File: config.mk
export PLATFORM = sky130hd
export DESIGN_NAME = decoder
export DESIGN_NICKNAME = d
export VERILOG_FILES = /design/src/rtl/decoder_pkg.sv /design/src/rtl/decoder_index_table.sv /design/src/rtl/decoder.sv
export SDC_FILE = /design/constraint.sdc
export NUM_CORES = 1
export LEC_CHECK = 0
export CAP_MARGIN = 20
export CORE_AREA = 2 2 106 108
export CTS_CLUSTER_SIZE = 16
export DETAILED_ROUTE_END_ITERATION = 7
export DIE_AREA = 0 0 108 110
export PLACE_DENSITY_LB_ADDON = 0.3
export SYNTH_ARGS = -nofsm -noshare
export SYNTH_HDL_FRONTEND = slang
export SYNTH_SLANG_ARGS = --single-unit
File: constraint.sdc
create_clock -name clk -period 5.54 [get_ports clk]
set_input_delay 0.554 -clock clk [delete_from_list [all_inputs] [get_ports clk]]
set_output_delay 0.554 -clock clk [all_outputs]
set_load 0.05 [all_outputs]
File: src/rtl/decoder_pkg.sv
// Shared opcode constants, FSM state type and index-table hash for the frame decoder.
package decoder_pkg;

  localparam int unsigned FRAME_PIXELS = 307200;
  localparam int unsigned RUN_MAX      = 62;
  localparam int unsigned AddrW        = 19;

  localparam logic [7:0] OP_RGB = 8'hFE;
  localparam logic [7:0] OP_END = 8'hFF;

  // Opcode tag in code[7:6]
  localparam logic [1:0] TAG_INDEX   = 2'b00;
  localparam logic [1:0] TAG_DIFF    = 2'b01;
  localparam logic [1:0] TAG_ILLEGAL = 2'b10;
  localparam logic [1:0] TAG_RUN     = 2'b11;

  typedef enum logic [2:0] {
    StIdle,
    StFetch,
    StOp,
    StLitFetch,
    StLit,
    StRun,
    StDone
  } state_e;

  // (r*3 + g*5 + b*7) mod 64 on an RGB332 pixel
  function automatic logic [5:0] pixel_hash(input logic [7:0] px);
    logic [7:0] sum;
    sum = ({5'd0, px[7:5]} * 8'd3) + ({5'd0, px[4:2]} * 8'd5) + ({6'd0, px[1:0]} * 8'd7);
    return sum[5:0];
  endfunction

endpackage

File: src/rtl/decoder_index_table.sv
// 64x8 recently-seen pixel table: one write port, asynchronous read, synchronous clear.
module decoder_index_table (
  input  logic       clk,
  input  logic       rst,
  input  logic       clear_i,
  input  logic       we_i,
  input  logic [5:0] waddr_i,
  input  logic [7:0] wdata_i,
  input  logic [5:0] raddr_i,
  output logic [7:0] rdata_o
);

  logic [7:0] mem_q [64];

  always_ff @(posedge clk or posedge rst) begin
    if (rst) begin
      for (int i = 0; i < 64; i++) mem_q[i] <= '0;
    end else if (clear_i) begin
      for (int i = 0; i < 64; i++) mem_q[i] <= '0;
    end else if (we_i) begin
      mem_q[waddr_i] <= wdata_i;
    end
  end

  assign rdata_o = mem_q[raddr_i];

endmodule

File: src/rtl/decoder.sv
// Byte-code frame decoder writing RGB332 pixels; the INDEX opcode and its table are built
// only when DECODER_INDEX_EN is defined, otherwise 00xxxxxx is treated as illegal.
module decoder #(
  parameter int unsigned FRAME_PIXELS = decoder_pkg::FRAME_PIXELS,
  parameter int unsigned RUN_MAX      = decoder_pkg::RUN_MAX
) (
  input  logic        clk,
  input  logic        rst,
  input  logic        start_i,
  output logic [18:0] code_addr_o,
  output logic        code_enable_o,
  input  logic [7:0]  code_data_i,
  output logic [18:0] write_addr_o,
  output logic [7:0]  write_data_o,
  output logic        write_enable_o,
  output logic        done_o,
  output logic        error_o
);
  import decoder_pkg::*;

  localparam int unsigned RunW = $clog2(RUN_MAX);

  state_e            state_q, state_d, next_after;
  logic [18:0]       addr_q, addr_d;
  logic [18:0]       count_q, count_d;
  logic [7:0]        prev_q, prev_d;
  logic              err_q, err_d;
  logic [RunW-1:0]   run_q, run_d;
  logic [18:0]       wr_addr_q, wr_addr_d;
  logic [7:0]        wr_data_q, wr_data_d;
  logic              we_q, we_d;
  logic              emit;
  logic              tbl_clear;
  logic [7:0]        pix;
  logic [2:0]        diff_r, diff_g;
  logic [1:0]        diff_b;

  assign diff_r = prev_q[7:5] + {1'b0, code_data_i[5:4]} - 3'd2;
  assign diff_g = prev_q[4:2] + {1'b0, code_data_i[3:2]} - 3'd2;
  assign diff_b = prev_q[1:0] + code_data_i[1:0] - 2'd2;

`ifdef DECODER_INDEX_EN
  logic [7:0] tbl_rdata;

  decoder_index_table u_index_table (
    .clk     (clk),
    .rst     (rst),
    .clear_i (tbl_clear),
    .we_i    (emit),
    .waddr_i (pixel_hash(pix)),
    .wdata_i (pix),
    .raddr_i (code_data_i[5:0]),
    .rdata_o (tbl_rdata)
  );
`endif

  always_comb begin
    state_d    = state_q;
    addr_d     = addr_q;
    count_d    = count_q;
    prev_d     = prev_q;
    err_d      = err_q;
    run_d      = run_q;
    wr_addr_d  = wr_addr_q;
    wr_data_d  = wr_data_q;
    we_d       = 1'b0;
    emit       = 1'b0;
    tbl_clear  = 1'b0;
    pix        = prev_q;
    next_after = StFetch;

    case (state_q)
      StIdle: begin
        if (start_i) begin
          state_d   = StFetch;
          addr_d    = '0;
          count_d   = '0;
          prev_d    = '0;
          err_d     = 1'b0;
          tbl_clear = 1'b1;
        end
      end
      StFetch, StLitFetch: begin
        addr_d  = (addr_q == '1) ? addr_q : addr_q + 19'd1;
        state_d = (state_q == StFetch) ? StOp : StLit;
      end
      StOp: begin
        if (code_data_i == OP_END) begin
          state_d = StDone;
        end else if (code_data_i == OP_RGB) begin
          state_d = StLitFetch;
        end else begin
          unique case (code_data_i[7:6])
            TAG_RUN: begin
              run_d   = RunW'(code_data_i[5:0]);
              state_d = StRun;
            end
            TAG_DIFF: begin
              emit = 1'b1;
              pix  = {diff_r, diff_g, diff_b};
            end
`ifdef DECODER_INDEX_EN
            TAG_INDEX: begin
              emit = 1'b1;
              pix  = tbl_rdata;
            end
            TAG_ILLEGAL: begin
              emit  = 1'b1;
              err_d = 1'b1;
            end
`else
            TAG_INDEX, TAG_ILLEGAL: begin
              emit  = 1'b1;
              err_d = 1'b1;
            end
`endif
          endcase
        end
      end
      StLit: begin
        emit = 1'b1;
        pix  = code_data_i;
      end
      StRun: begin
        emit = 1'b1;
        if (run_q != '0) begin
          run_d      = run_q - 1'b1;
          next_after = StRun;
        end
      end
      StDone: ;
      default: state_d = StIdle;
    endcase

    // The last pixel of the frame ends decoding, truncating any run in progress.
    if (emit) begin
      we_d      = 1'b1;
      wr_addr_d = count_q;
      wr_data_d = pix;
      prev_d    = pix;
      count_d   = count_q + 19'd1;
      state_d   = (count_q == 19'(FRAME_PIXELS - 1)) ? StDone : next_after;
    end
  end

  always_ff @(posedge clk or posedge rst) begin
    if (rst) begin
      state_q   <= StIdle;
      addr_q    <= '0;
      count_q   <= '0;
      prev_q    <= '0;
      err_q     <= 1'b0;
      run_q     <= '0;
      wr_addr_q <= '0;
      wr_data_q <= '0;
      we_q      <= 1'b0;
    end else begin
      state_q   <= state_d;
      addr_q    <= addr_d;
      count_q   <= count_d;
      prev_q    <= prev_d;
      err_q     <= err_d;
      run_q     <= run_d;
      wr_addr_q <= wr_addr_d;
      wr_data_q <= wr_data_d;
      we_q      <= we_d;
    end
  end

  assign code_addr_o    = addr_q;
  assign code_enable_o  = (state_q == StFetch) || (state_q == StLitFetch);
  assign write_addr_o   = wr_addr_q;
  assign write_data_o   = wr_data_q;
  assign write_enable_o = we_q;
  assign done_o         = (state_q == StDone);
  assign error_o        = err_q;

endmodule

Yosys cells after proc, flatten, opt, wreduce, memory -nomap -nowiden --
Cells that the tools add are included.
Storage, ports and cells: register bits after elaboration 84, latch bits 0, bits in writable memories 0, ROM bits 0, input port bits 11, memories 0
Operators by class: add/sub/neg operators 9, multiply operators 0, divide/modulo/power cells 0, $lt $le $gt $ge 0, equality and inequality tests 23, shifts and indexed selects 0, muxes and demuxes 37, bitwise operators 0, reduce and logical (&&, ||, !) cells 19
Operators with widths (count):
- 19-bit two-way mux | 4
- 8-bit two-way mux | 6
- 19-bit by 1-bit adder with 19-bit output (second input constant) | 2
- 19-bit equality test (second input constant) | 2
- 19-bit case mux with 2 select lines | 1
- 3-bit two-way mux | 9
- 6-bit two-way mux | 4
- 8-bit equality test (second input constant) | 2
- 8-bit case mux with 2 select lines | 1
- 3-bit case mux with 4 select lines | 1
- 6-bit case mux with 2 select lines | 1
- 2-bit != test (second input constant) | 5
- 5-bit AND reduction | 2
- 2-bit nonzero test | 5
- 3-bit equality test (second input constant) | 3
- 1-bit two-way mux | 8
- 3-bit by 2-bit adder with 3-bit output | 2
- 3-bit by 2-bit equality test with 1-bit output (second input constant) | 2
- 2-bit by 1-bit != test with 1-bit output (second input constant) | 3
- 3-bit AND reduction | 2
- 6-bit nonzero test | 1
- 2-bit OR reduction | 3
- 3-bit OR reduction | 2
- 3-bit by 2-bit subtractor with 3-bit output (second input constant) | 2
- other kinds (13) | 15

Longest topological paths before layout --
Gate-level depths: netlist of the first run.
depth after elaboration 8, gate-level depth with buffers 9, gate-level depth less buffers 9

Least setup slack after synthesis of the first run --
No wires, ideal clock.
kind register to register, start point register addr_q[0] (netlist: code_addr_o[0]), end point register addr_q[3] (netlist: code_addr_o[3]), data arrival time 2.109 ns, path slack 3.334 ns, stages on the path, launching flop included 7, clock period less this slack 2.206 ns, cell sequence dfrtp_1 > ha_1 > nand4_1 > nor4_2 > a21o_1 > o211ai_1 > o31ai_1
On the way: word-level cells in the longest chain between the ends 3, elaborated cells on any way between the ends 6, classes of those cells add/sub: 1; eq/ne: 2; mux: 2; reduce/logical: 1
RTL lines:
- start, declared | line decoder.sv:24 | logic [18:0] addr_q, addr_d;
- start signal, assigned | line decoder.sv:159 | addr_q <= addr_d;
- 19-bit by 1-bit adder with 19-bit output or 19-bit equality test (tied branches) | line decoder.sv:84 | addr_d = (addr_q == '1) ? addr_q : addr_q + 19'd1;
- 19-bit two-way mux or 2-bit != test (tied branches)
- 19-bit case mux with 2 select lines or 3-bit AND reduction (tied branches)
Parallel ways exist; a longest one is shown, timed or not. The select of a mux whose other input is x is not followed. A chain may end at the register's enable or synchronous reset.

Worst setup path after layout of the first run --
start point register state_q[0], end point output port code_enable_o
On the way: word-level cells in the longest chain between the ends 2, elaborated cells on any way between the ends 3, classes of those cells eq/ne: 2; reduce/logical: 1
RTL lines:
- start, declared | line decoder.sv:23 | state_e state_q, state_d, next_after;
- start signal, assigned | line decoder.sv:148 | state_q <= StIdle;
- start signal, assigned | line decoder.sv:158 | state_q <= state_d;
- 3-bit by 1-bit equality test with 1-bit output or 3-bit by 2-bit equality test with 1-bit output (tied branches) | line decoder.sv:171 | assign code_enable_o = (state_q == StFetch) || (state_q == StLitFetch);
- 1-bit logical OR * | line decoder.sv:171
- end, declared | line decoder.sv:11 | output logic code_enable_o,
Every way passes the cells marked *; elsewhere a longest branch is shown, timed or not.

==> results.sh, run 1 <==
export IMPL_outcome="complete, no violations"
export IMPL_htreeDepth=3
export IMPL_fin_crit_sh=0.508
export IMPL_powerDensity_nw_per_um2=449
export IMPL_area_growth_pct=21.4
export IMPL_drtIter0Drc=232
export IMPL_yosysTopAreaCell="dfrtp_1"
export IMPL_cts_resized=0
export IMPL_cts_sinks=84
export IMPL_fin_skew_ns=0.0109
export IMPL_synth_area_leaders="dfrtp_1 (48%), nand2_1 (8.6%), nor2_1 (3.5%)"
export IMPL_diodes=0
export IMPL_hold_buffers=0
export IMPL_cts_root_buf="clkbuf_8"
export IMPL_post_cts_buffers=0
export IMPL_grt_use_met3=0.0265
export IMPL_yosysSeqAreaShare=0.479
export IMPL_io_buffers=60
export IMPL_grt_max_degree=85
export IMPL_vias_per_cell=5.40
export IMPL_cp_start_kind="flop"
export IMPL_wirelength_microns=10200
export IMPL_fin_nets=556
export IMPL_syn_avg_cell_area_sq_um=9.19
export IMPL_hpwl_microns=6980
export IMPL_met2_usage=0.285
export IMPL_antenna_found_initial=0
export IMPL_vias=3665
export IMPL_cts_buffers=9
export IMPL_first_global_vias=3383
export IMPL_crit_arrival_ns=2.26
export IMPL_drive_gt1_frac=0.0742
export IMPL_end_kind="output port"
export IMPL_maxSlewViolCount=0
export IMPL_min_period_ns=2.82
export IMPL_synth_top_cell_area_share=0.479
export IMPL_cp_data_required_time_ns=4.99
export IMPL_grt_pass1_wl_microns=17000
export IMPL_die_w_microns=108
export IMPL_path_clk_slew_ns=0.08
export IMPL_critical_path_class="reg -> out"
export IMPL_peakVddDrop_v=0.000227
export IMPL_finalSetupTns_ns=0
export IMPL_wl_per_cell_microns=15.0
export IMPL_cap_violations=0
export IMPL_rsz0062_at_grt="no"
export IMPL_path_max_fanout=14
export IMPL_syn_cell_area_sq_um=4390
export IMPL_grt_usage=0.183
export IMPL_gp_congestion=0.836
export IMPL_top_usage_layer="met2"
export IMPL_relSlewSlack=0.445
export IMPL_ys_ff_latch=84
export IMPL_synthArstFlopShare=1.00
export IMPL_use_met1=0.258
export IMPL_yosysWarnings=0
export IMPL_netlist_instances=478
export IMPL_synthFlopType="dfrtp_1"
export IMPL_rows=38
export IMPL_clockBufferDepth=2
export IMPL_setup_viol=0
export IMPL_die_h_microns=110
export IMPL_gr_total_overflow=0
export IMPL_antenna_left=0
export IMPL_syn_nets=500
export IMPL_io_pins=61
export IMPL_core_area_sq_um=10700
export IMPL_hold_class="reg -> reg"
export IMPL_drtPass1Iterations=4
export IMPL_fmax_ghz=0.355
export IMPL_synth_edf_count=0
export IMPL_finalHoldViolations=0
export IMPL_leakagePower_nw=2.37
export IMPL_worst_pin_slew_ns=0.829
export IMPL_synth_cell_type_count=64
export IMPL_initial_core_util=0.410
export IMPL_p_total_w=0.00239
export IMPL_fin_area_sq_um=5330
export IMPL_die_area_sq_um=11900
export IMPL_drt_drc_violations_left=0
export IMPL_cts_tree="built"
export IMPL_placed_cell_area_sq_um=5100
export IMPL_clk_latency_ns=0.38
==> flip-flops by register name (all words and copies together) (netlist names) <==
register,cells
write_data_o,8
run_q,6
count_q,19
write_addr_o,19
prev_q,8
code_addr_o,19
state_q,3
write_enable_o,1
error_o,1
==> power by group <==
group / internal, W / total, W / switching [W]
sequential: 0.000744 / 0.000914 / 0.000169
combinational: 0.000345 / 0.00102 / 0.000679
clock: 0.000232 / 0.000457 / 0.000225
==> worst max-delay path: stages (launching register included) <==
cell and delay [ns]:
dfrtp_1 0.74, nand2b_4 0.14, inv_1 0.17, clkdlybuf4s50_1 0.83
==> area by class of cell <==
type	instances	area (sq um)
clock inverter	4	47.5
fill	1047	5370
clock buffer	12	155
inverter	18	68.8
multi-input combinational	357	2130
tap	140	175
sequential	84	2100
timing repair buffer	64	651
==> placed cells by master, fill, tap and decap left out, types with 7 or more instances in the layout <==
| master | instances |
|---|---|
| clkbuf_8 | 11 |
| nand2_1 | 101 |
| xnor2_1 | 8 |
| dfrtp_1 | 84 |
| nand3_1 | 25 |
| inv_1 | 16 |
| o31ai_1 | 7 |
| ha_1 | 11 |
| mux2i_1 | 11 |
| nand4_1 | 9 |
| clkdlybuf4s50_1 | 60 |
| a21oi_1 | 17 |
| a31oi_1 | 8 |
| nor2_1 | 41 |
| o21ai_0 | 28 |
==> path summary, 6_finish.rpt <==
check                      slack [ns]  depth (start not counted)             from         endpoint
max in group asynchronous        4.34                          4              rst        prev_q[1]
max reg2reg                      2.93                          6       state_q[1]      count_q[16]
max                              2.72                          3       state_q[0]    code_enable_o
min                              0.47                          2  write_addr_o[7]  write_addr_o[7]
min reg2reg                      0.47                          2  write_addr_o[7]  write_addr_o[7]
min in group asynchronous        0.59                          3              rst  write_data_o[5]
==> Yosys cell counts, types with 2 or more instances <==
cell type and number:
a2111oi_0 2, a211oi_1 2, a21o_1 3, a21oi_1 17
a221oi_1 2, a22oi_1 6, a31oi_1 8, a32oi_1 2
and2_1 3, and3_1 6, and4_1 3, and4b_1 2
buf_2 5, clkbuf_1 11, dfrtp_1 84, ha_1 11
inv_1 17, mux2_2 2, mux2i_1 11, nand2_1 101
nand2b_1 2, nand3_1 25, nand3b_1 2, nand4_1 9
nor2_1 41, nor2b_1 4, nor3_1 6, nor4_1 5
nor4_2 3, nor4b_1 2, o211ai_1 6, o21ai_0 28
o31ai_1 7, or2_2 2, xnor2_1 8, xor2_1 2
==> stage by stage <==
stage / std cells / worst slack [ns] / hold slack, ns / util
floorplan: 478 / 2.82 / 0.467 / -
global placement: 662 / 2.81 / 0.449 / 0.477
detailed placement: 662 / 2.78 / 0.457 / 0.477
CTS: 678 / 2.71 / 0.475 / 0.496
global route: 679 / 2.63 / 0.493 / 0.498
finish: 679 / 2.72 / 0.466 / 0.498
==> kinds of logic (layout without fill, tap and decap cells) <==
family,after synthesis,after routing,share of synthesized area
DFF,84,84,0.479
adders and majority gates,11,11,0.0313
muxes,13,13,0.0302
and+or+nand+nor,226,226,0.259
buffers and inverters,37,98,0.0356
xor gates and xnor gates,10,10,0.0200
AOI/OAI and AO/OA,97,97,0.145
==> routing by layer <==
layer,vias up,part of all wire,wire length (microns)
met3,13,0.034,342
met1,1777,0.48,4890
met2,58,0.47,4780
met5,-,0,0
li1,1817,-,-
met4,0,0.018,185
Note: power is estimated with default switching activity, not from simulation.
==> run 2, diff against run 1 <==
clock period = 2.43 ns   (was 5.54 ns; I/O delays follow)
==> run 2 against run 1 <==
  * Hold slack lost 0.26 ns
  * Power grew 140%
  * Clock power grew to 2.7 times the previous value
  * Setup slack lost 2.6 ns
  * Sequential cell count is the same
  * Sequential power grew 130%
  * Via count grew 2.9%
  * Critical endpoint is now done_o
==> results.sh, run 2 (synthesized netlist as in run 1, its figures left out) <==
export IMPL_p_seq_frac=0.359
export IMPL_multi_input_area_sq_um=2130
export IMPL_worst_path_largest_cell_delay_ns=0.82
export IMPL_relSlewSlack=0.565
export IMPL_io_buffers=60
export IMPL_wl_per_cell_microns=15.0
export IMPL_fin_crit_sh=0.965
export IMPL_cts_tree="built"
export IMPL_die_area_sq_um=11900
export IMPL_grt_pass1_wl_microns=17500
export IMPL_cts_sinks=84
export IMPL_antenna_found_initial=0
export IMPL_path_clk_slew_ns=0.09
export IMPL_regArea_sq_um=2100
export IMPL_finalHoldViolations=0
export IMPL_final_common_cell="nand2_1"
export IMPL_io_pins=61
export IMPL_worst_pin_slew_ns=0.636
export IMPL_fmax_ghz=0.427
export IMPL_leakagePower_nw=2.45
export IMPL_setup_slack_ns=0.0854
export IMPL_grt_max_degree=42
export IMPL_hold_class="in -> async"
export IMPL_drtIter0Drc=194
export IMPL_crit_arrival_ns=2.10
export IMPL_cp_data_required_time_ns=2.19
export IMPL_area_growth_pct=24.3
export IMPL_diodes=0
export IMPL_vias=3771
export IMPL_swShare=0.431
export IMPL_combPwrFrac=0.426
export IMPL_antenna_left=0
export IMPL_post_cts_buffers=0
export IMPL_drtPass1Iterations=5
export IMPL_grt_usage=0.186
export IMPL_hold_ws_ns=0.211
export IMPL_finalSetupTns_ns=0
export IMPL_critPathSlowestCell="clkdlybuf4s50_1"
export IMPL_gr_total_overflow=0
export IMPL_core_area_sq_um=10700
export IMPL_hpwl_microns=7380
export IMPL_clk_latency_ns=0.36
export IMPL_p_int_w=0.00327
export IMPL_critical_path_class="reg -> out"
export IMPL_initial_core_util=0.410
export IMPL_drive_gt1_frac=0.0964
export IMPL_cap_violations=0
export IMPL_min_period_ns=2.34
export IMPL_cp_start_kind="flop"
export IMPL_cts_buffers=9
export IMPL_powerDensity_nw_per_um2=1050
export IMPL_first_global_vias=3652
export IMPL_cp_top_family="buffers and inverters"
export IMPL_outcome="complete, no violations"
export IMPL_rsz0062_at_grt="no"
export IMPL_maxSlewViolCount=0
export IMPL_peakVddDrop_v=0.000435
export IMPL_die_h_microns=110
export IMPL_dpl_worst_slack_ns=0.203
export IMPL_end_kind="output port"
export IMPL_cts_root_buf="clkbuf_8"
export IMPL_fin_nets=567
export IMPL_clockBufferDepth=2
export IMPL_mostFrequentLayoutCells="nand2_1 (101), dfrtp_1 (83), clkdlybuf4s50_1 (59), nor2_1 (41), o21ai_0 (28)"
export IMPL_crit_chain="and3_1 > clkdlybuf4s50_1"
export IMPL_wirelength_microns=10300
export IMPL_fin_skew_ns=0.0151
export IMPL_gp_congestion=0.817
export IMPL_setup_viol=0
export IMPL_p_clk_frac=0.215
export IMPL_drt_drc_violations_left=0
export IMPL_path_max_fanout=13
export IMPL_fin_util=0.510
export IMPL_fillers=986
export IMPL_htreeDepth=3
export IMPL_rows=38
export IMPL_p_switching_w=0.00248
export IMPL_vias_per_cell=5.47
export IMPL_die_w_microns=108
export IMPL_critPathBufInv=1
==> run 2: changes by cell type in the layout (fill, tap and decap cells not counted), sizes merged <==
cell	delta
buf	+11
clkbuf	-2
dlymetal6s2s	+1
bufinv	+2
clkdlybuf4s50	-1
==> run 2: repair_timing <==
item                                    4_1_cts  5_1_grt
endpoints found under the setup margin        1        1
hold buffers                                  0        0
gates resized for setup                       1        1
==> run 2: per-stage QoR <==
step                cell area [sq um]  power (W)  instances
global placement                 5200    0.00448        674
finish                           5460    0.00576        690
detailed placement               5200    0.00456        674
floorplan                        4390    0.00380        478
CTS                              5450    0.00581        690
global route                     5460    0.00616        690
==> run 2: path summary, 6_finish.rpt <==
path                                      start          endpoint  slack [ns]  cells after the start
worst max-delay path                 state_q[2]            done_o        0.09                      2
min in group clk                write_addr_o[7]   write_addr_o[7]        0.47                      2
worst min-delay path                        rst  write_addr_o[18]        0.21                      2
worst min register to register  write_addr_o[7]   write_addr_o[7]        0.47                      2
max in group asynchronous                   rst    code_addr_o[2]        1.60                      3
worst max register to register   code_addr_o[0]    code_addr_o[4]        0.29                      6
==> run 2: power by group through the flow <==
stage          registers [W]  logic (W)  clock network, W
2_1_floorplan        0.00241    0.00138                 0
3_3_place_gp         0.00207    0.00241                 0
3_5_place_dp         0.00209    0.00247                 0
4_1_cts              0.00207    0.00248           0.00127
5_1_grt              0.00212    0.00271           0.00133
6_report             0.00207    0.00245           0.00124
==> run 2: cell type report <==
class | count | area share
inverters | 18 | 0.0126
multi-input cells | 357 | 0.391
clock buffers | 10 | 0.0252
clock inverters | 6 | 0.0204
repair buffers | 75 | 0.133
flip-flops and latches | 84 | 0.385
well taps | 140 | 0.0321
==> run 2: per-layer routing <==
metal,GRT usage,routed length [microns],vias to the layer above
met5,0,0,-
met4,0.0632,127,0
met3,0.0347,408,13
met2,0.308,5020,88
met1,0.247,4780,1823
li1,-,-,1847
==> run 3, diff against run 2 <==
ABC_AREA = 0   (was default)
==> results of run 3 <==
No change in the layout: final DEF, timing and power equal those of run 2.
